[src/rtl/alu_pkg.sv]
// -----------------------------------------------------------------------------
// alu_pkg
// Shared definitions for the 4-bit ALU command driver and its golden model.
//   - alu_op_e    : op select {s1,s0} encodings
//   - drv_state_e : command driver FSM state encoding
//   - RES_W       : width of the ALU Out / result bus
// -----------------------------------------------------------------------------
package alu_pkg;

  localparam int RES_W = 5;

  typedef enum logic [1:0] {
    OP_ADD = 2'b00,
    OP_SUB = 2'b01,
    OP_CMP = 2'b10,
    OP_AND = 2'b11
  } alu_op_e;

  typedef enum logic [1:0] {
    ST_IDLE  = 2'b00,
    ST_DRIVE = 2'b01,
    ST_RESP  = 2'b10
  } drv_state_e;

endpackage

[src/rtl/alu_golden_model.sv]
// -----------------------------------------------------------------------------
// alu_golden_model
// Combinational reference for the 4-bit ALU; unsigned operands.
// Ports:
//   a, b      in  4  operands
//   op        in  2  {s1,s0}: 00 add, 01 sub, 10 compare, 11 AND
//   expected  out 5  reference value of the ALU Out bus
// -----------------------------------------------------------------------------
module alu_golden_model
  import alu_pkg::*;
(
  input  logic [3:0]       a,
  input  logic [3:0]       b,
  input  logic [1:0]       op,
  output logic [RES_W-1:0] expected
);

  always_comb begin
    expected = '0;
    case (alu_op_e'(op))
      OP_ADD:  expected = {1'b0, a} + {1'b0, b};
      // Bit 4 is the borrow: set when the unsigned difference goes negative.
      OP_SUB:  expected = {(a < b), 4'(a - b)};
      OP_CMP:  expected = {2'b00, (a < b), (a == b), (a > b)};
      OP_AND:  expected = {1'b0, a & b};
      default: expected = '0;
    endcase
  end

endmodule

[src/rtl/alu_cmd_driver.sv]
// -----------------------------------------------------------------------------
// alu_cmd_driver
// Sequential initiator for the 4-bit ALU. Accepts a command over valid/ready,
// drives the ALU inputs, waits SETTLE_CYCLES (legal 1..15), samples the ALU
// Out, compares it with the golden model and returns the outcome over a
// valid/ready response channel. Saturating pass/fail counters track accepted
// responses.
// Ports:
//   clk, rst                        clock, synchronous active-high reset
//   cmd_valid/cmd_ready             command handshake
//   cmd_a, cmd_b, cmd_op            operands and op select {s1,s0}
//   alu_a, alu_b, alu_s0, alu_s1    registered drive to the ALU
//   alu_out                         ALU Out bus
//   rsp_valid/rsp_ready             response handshake
//   rsp_result, rsp_expected        captured Out and golden value
//   rsp_mismatch                    rsp_result != rsp_expected
//   clear_stats                     synchronous clear of both counters
//   pass_count, fail_count          saturating statistics
// -----------------------------------------------------------------------------
module alu_cmd_driver
  import alu_pkg::*;
#(
  parameter int SETTLE_CYCLES = 1,
  parameter int CNT_W         = 8
) (
  input  logic             clk,
  input  logic             rst,
  input  logic             cmd_valid,
  output logic             cmd_ready,
  input  logic [3:0]       cmd_a,
  input  logic [3:0]       cmd_b,
  input  logic [1:0]       cmd_op,
  output logic [3:0]       alu_a,
  output logic [3:0]       alu_b,
  output logic             alu_s0,
  output logic             alu_s1,
  input  logic [RES_W-1:0] alu_out,
  output logic             rsp_valid,
  input  logic             rsp_ready,
  output logic [RES_W-1:0] rsp_result,
  output logic [RES_W-1:0] rsp_expected,
  output logic             rsp_mismatch,
  input  logic             clear_stats,
  output logic [CNT_W-1:0] pass_count,
  output logic [CNT_W-1:0] fail_count
);

  localparam logic [3:0] SETTLE_LD = 4'(SETTLE_CYCLES);

  drv_state_e       state;
  logic [3:0]       settle_cnt;
  logic [RES_W-1:0] golden;
  logic [RES_W-1:0] exp_hold;
  logic             rsp_accept;

  function automatic logic [CNT_W-1:0] sat_inc(input logic [CNT_W-1:0] v);
    return (&v) ? v : v + CNT_W'(1);
  endfunction

  // Golden value is formed from the command as it is latched, so it is ready
  // long before the ALU output is sampled.
  alu_golden_model u_golden (
    .a        (cmd_a),
    .b        (cmd_b),
    .op       (cmd_op),
    .expected (golden)
  );

  assign rsp_accept = (state == ST_RESP) && rsp_ready;

  always_ff @(posedge clk) begin
    if (rst) begin
      state        <= ST_IDLE;
      cmd_ready    <= 1'b1;
      rsp_valid    <= 1'b0;
      alu_a        <= '0;
      alu_b        <= '0;
      alu_s0       <= 1'b0;
      alu_s1       <= 1'b0;
      rsp_result   <= '0;
      rsp_expected <= '0;
      rsp_mismatch <= 1'b0;
      settle_cnt   <= '0;
      exp_hold     <= '0;
      pass_count   <= '0;
      fail_count   <= '0;
    end else begin
      case (state)
        ST_IDLE: begin
          if (cmd_valid) begin
            alu_a      <= cmd_a;
            alu_b      <= cmd_b;
            alu_s1     <= cmd_op[1];
            alu_s0     <= cmd_op[0];
            exp_hold   <= golden;
            settle_cnt <= SETTLE_LD;
            cmd_ready  <= 1'b0;
            state      <= ST_DRIVE;
          end
        end
        ST_DRIVE: begin
          settle_cnt <= settle_cnt - 4'd1;
          // Counter reaching zero on this edge marks the end of settling.
          if (settle_cnt == 4'd1) begin
            rsp_result   <= alu_out;
            rsp_expected <= exp_hold;
            rsp_mismatch <= (alu_out != exp_hold);
            rsp_valid    <= 1'b1;
            state        <= ST_RESP;
          end
        end
        ST_RESP: begin
          if (rsp_ready) begin
            rsp_valid <= 1'b0;
            cmd_ready <= 1'b1;
            state     <= ST_IDLE;
          end
        end
        default: begin
          state     <= ST_IDLE;
          cmd_ready <= 1'b1;
          rsp_valid <= 1'b0;
        end
      endcase

      // Clear takes priority over an increment on the same edge.
      if (clear_stats) begin
        pass_count <= '0;
        fail_count <= '0;
      end else if (rsp_accept) begin
        if (rsp_mismatch) fail_count <= sat_inc(fail_count);
        else              pass_count <= sat_inc(pass_count);
      end
    end
  end

endmodule

[config.mk]
export PLATFORM = sky130hd
export DESIGN_NAME = alu_cmd_driver
export DESIGN_NICKNAME = d
export VERILOG_FILES = /design/src/rtl/alu_pkg.sv /design/src/rtl/alu_golden_model.sv /design/src/rtl/alu_cmd_driver.sv
export SDC_FILE = /design/constraint.sdc
export NUM_CORES = 1
export LEC_CHECK = 0
export ABC_CLOCK_PERIOD_IN_PS = 2750
export CORE_ASPECT_RATIO = 0.9
export CORE_MARGIN = 2
export CORE_UTILIZATION = 45
export CTS_CLUSTER_DIAMETER = 30
export DETAILED_ROUTE_END_ITERATION = 10
export PLACE_DENSITY = 0.76
export SETUP_SLACK_MARGIN = 0.2
export SLEW_MARGIN = 25
export SYNTH_ARGS = -nofsm -noshare
export SYNTH_HDL_FRONTEND = slang
export SYNTH_HIERARCHICAL = 1
export SYNTH_SLANG_ARGS = --single-unit
[constraint.sdc]
create_clock -name clk -period 2.75 [get_ports clk]
set_input_delay 0.4125 -clock clk [delete_from_list [all_inputs] [get_ports clk]]
set_output_delay 0.4125 -clock clk [all_outputs]
set_load 0.005 [all_outputs]
==> results.cfg <==
[hold_path]
whs_path_depth = 2
hp-class = reg -> reg

[floorplanning]
io_pins = 59
start_util_pct = 47.4
num_rows = 25
die_y_um = 75.0
die_w_um = 82.9
fp.coreArea_um2 = 5320
fp.dieArea_um2 = 6220

[timing]
hold_viol_final = 0
finalCritPeriodShare_pct = 79.2
slew_violations = 0
setup_violations = 0
slew_headroom_pct = 58.8
min_period_ns = 2.18
max_freq_ghz = 0.459
holdWs_ns = 0.457
rsz0062_at_grt = false
skew_ns = 0.0123
fin_tns_setup_ns = 0
worst_slew_pin_slew_ns = 0.617

[logic_synthesis]
syn-cell-area_um2 = 2520
synth-edff-count = 0
synth_area_leaders = dfxtp_1, nand2_1, a21oi_1
synthCells = 298
yosys.area.top_type_share_pct = 39.7
yosys_warnings = 6
async_flop_share_pct = 0
synth.most_common_cell = nand2_1
syn_avg_cell_area_um2 = 8.46
syn_nets = 332
synth_flop_cell = dfxtp_1
yosys-top-cells-count = nand2_1, dfxtp_1, a21oi_1
synth_area_leader_cell = dfxtp_1
synth_seq_cells = 50
ys_types = 54
synth_seq_area_share_pct = 39.7

[placed_design]
gp_congestion = 0.916
place_hpwl_mm = 4.13
portBuffers = 58

[clocking]
cts_resized = 0
cts_tree = built
clk_latency_ns = 0.31
clock-root-buffer = clkbuf_8
cts_max_path_buffers = 2
holdBufCountCts = 0
htreeDepth = 2
cts_buffers = 5
post-cts-setup-buffer-count = 0
path_clk_slew_ns = 0.08
cts_sinks = 50

[detailed_routing]
wl_per_cell_um = 13.4
ant_nets = 0
viasPerCell = 5.31
vias = 2213
drt_iter0_markers = 116
first_pass_iters = 4
drt_wl_total_mm = 5.58
drc = 0

[global_route]
antenna_found_initial = 0
grt_pass1_vias = 1987
grt_pass1_wl_mm = 9.11
grt_remaining_overflow = 0
grt_util_all_layers_pct = 18.1
grt_max_degree = 35

[critical_path]
path_max_fanout = 4
start_kind = primary input
cp.arrival_ns = 2.36
criticalPathCategory = in -> reg
r2r_cells = 4
crit_required_ns = 2.93
critical_path.endpoint_type = flip-flop

[pwr]
p_switching_uw = 386
switching_share_pct = 26.6
p_leak_nw = 1.15
seqPwrFrac_pct = 54.2
p_int_mw = 1.06
power_density_nw_per_um2 = 451
pwr-share-clk_pct = 28.0
ir_worst_vdd_mv = 0.347
pwr-share-comb_pct = 17.8

[status]
status = finished, final reports clean

[final_layout]
areaGrowthSynthToFinish_pct = 27.4
fillers = 489
drive_above_1_share_pct = 5.43
final_nets = 384
diodes = 0

[job]
drv_cap = 0
[cell families after synthesis]
logic type	after synthesis	share of synthesized area (%)
compound gates	58	14.1
buf+inv	27	4.62
simple gates	125	24.3
xor+xnor	18	6.25
fa+ha+maj	14	7.54
mux	6	3.47
flops	50	39.7
[layout make-up]
class | count | area (µm²) | share of cell area (%)
clock buffers | 5 | 68.8 | 2.14
inverters | 11 | 41.3 | 1.29
clock inverters | 2 | 10.0 | 0.312
multi-input cells | 221 | 1400 | 43.7
well taps | 67 | 83.8 | 2.61
repair buffers | 61 | 603 | 18.8
flip-flops and latches | 50 | 1000 | 31.2
[per-stage QoR]
step	cell area [µm²]	cells	setup slack (ns)	total power, mW	utilization (%)
2_1_floorplan	2520	298	0.896	0.955	-
3_3_place_gp	3130	410	0.347	1.05	58.9
3_5_place_dp	3130	410	0.265	1.06	58.9
4_1_cts	3210	417	0.583	1.46	60.4
5_1_grt	3210	417	0.424	1.53	60.4
6_report	3210	417	0.573	1.45	60.4
[registers in the layout, summed over array words and instances (netlist names), 2 cells and up]
name,cells
alu_b,4
alu_a,4
rsp_result,5
fail_count,8
state,2
rsp_expected,5
settle_cnt,4
pass_count,8
exp_hold,5
[path summary, 6_finish.rpt]
| check | slack (ns) | start | to |
|---|---|---|---|
| setup / recovery | 0.57 | cmd_b[1] | exp_hold[3] |
| hold / removal | 0.46 | alu_a[0] | alu_a[0] |
| setup reg to reg | 1.04 | state[1] | pass_count[6] |
| hold reg to reg | 0.46 | alu_a[0] | alu_a[0] |
[layout by cell type, fill, tap and decap left out, drive strengths merged, types with 3 or more instances in the layout]
master	netlist	final
a211oi	3	3
a21oi	36	36
and3	3	3
buf	4	3
clkbuf	12	5
clkdlybuf4s50	0	58
dfxtp	50	50
ha	12	12
inv	11	11
nand2	58	58
nand2b	4	4
nand3	4	4
nor2	24	24
nor2b	4	4
nor3	4	4
o211ai	3	3
o21ai	4	4
or3b	3	3
xnor2	10	10
xor2	8	8
[worst max-delay path, stage by stage]
cell and delay [ns]:
clkdlybuf4s50_1 0.56, inv_1 0.10, ha_1 0.34, nor2b_1 0.06, o21a_1 0.17, a32o_1 0.20, or3b_1 0.38, nand2_1 0.07
a21oi_1 0.06
[power groups by stage]
stage | clock [mW] | combinational (mW) | sequential, mW
floorplan | 0 | 0.161 | 0.794
finish | 0.405 | 0.258 | 0.784
CTS | 0.420 | 0.260 | 0.785
global route | 0.450 | 0.287 | 0.790
detailed placement | 0 | 0.258 | 0.802
global placement | 0 | 0.254 | 0.801
[routing by layer]
metal  part of all wire (%)  GRT usage [%]  up-vias
li1                       -              -     1123
met1                     48           24.1     1029
met2                     46           30.0       56
met3                    4.6           4.28        5
met4                    1.1           5.46        0
met5                      0              0        -
No activity file was read; power rests on OpenSTA's default activity.
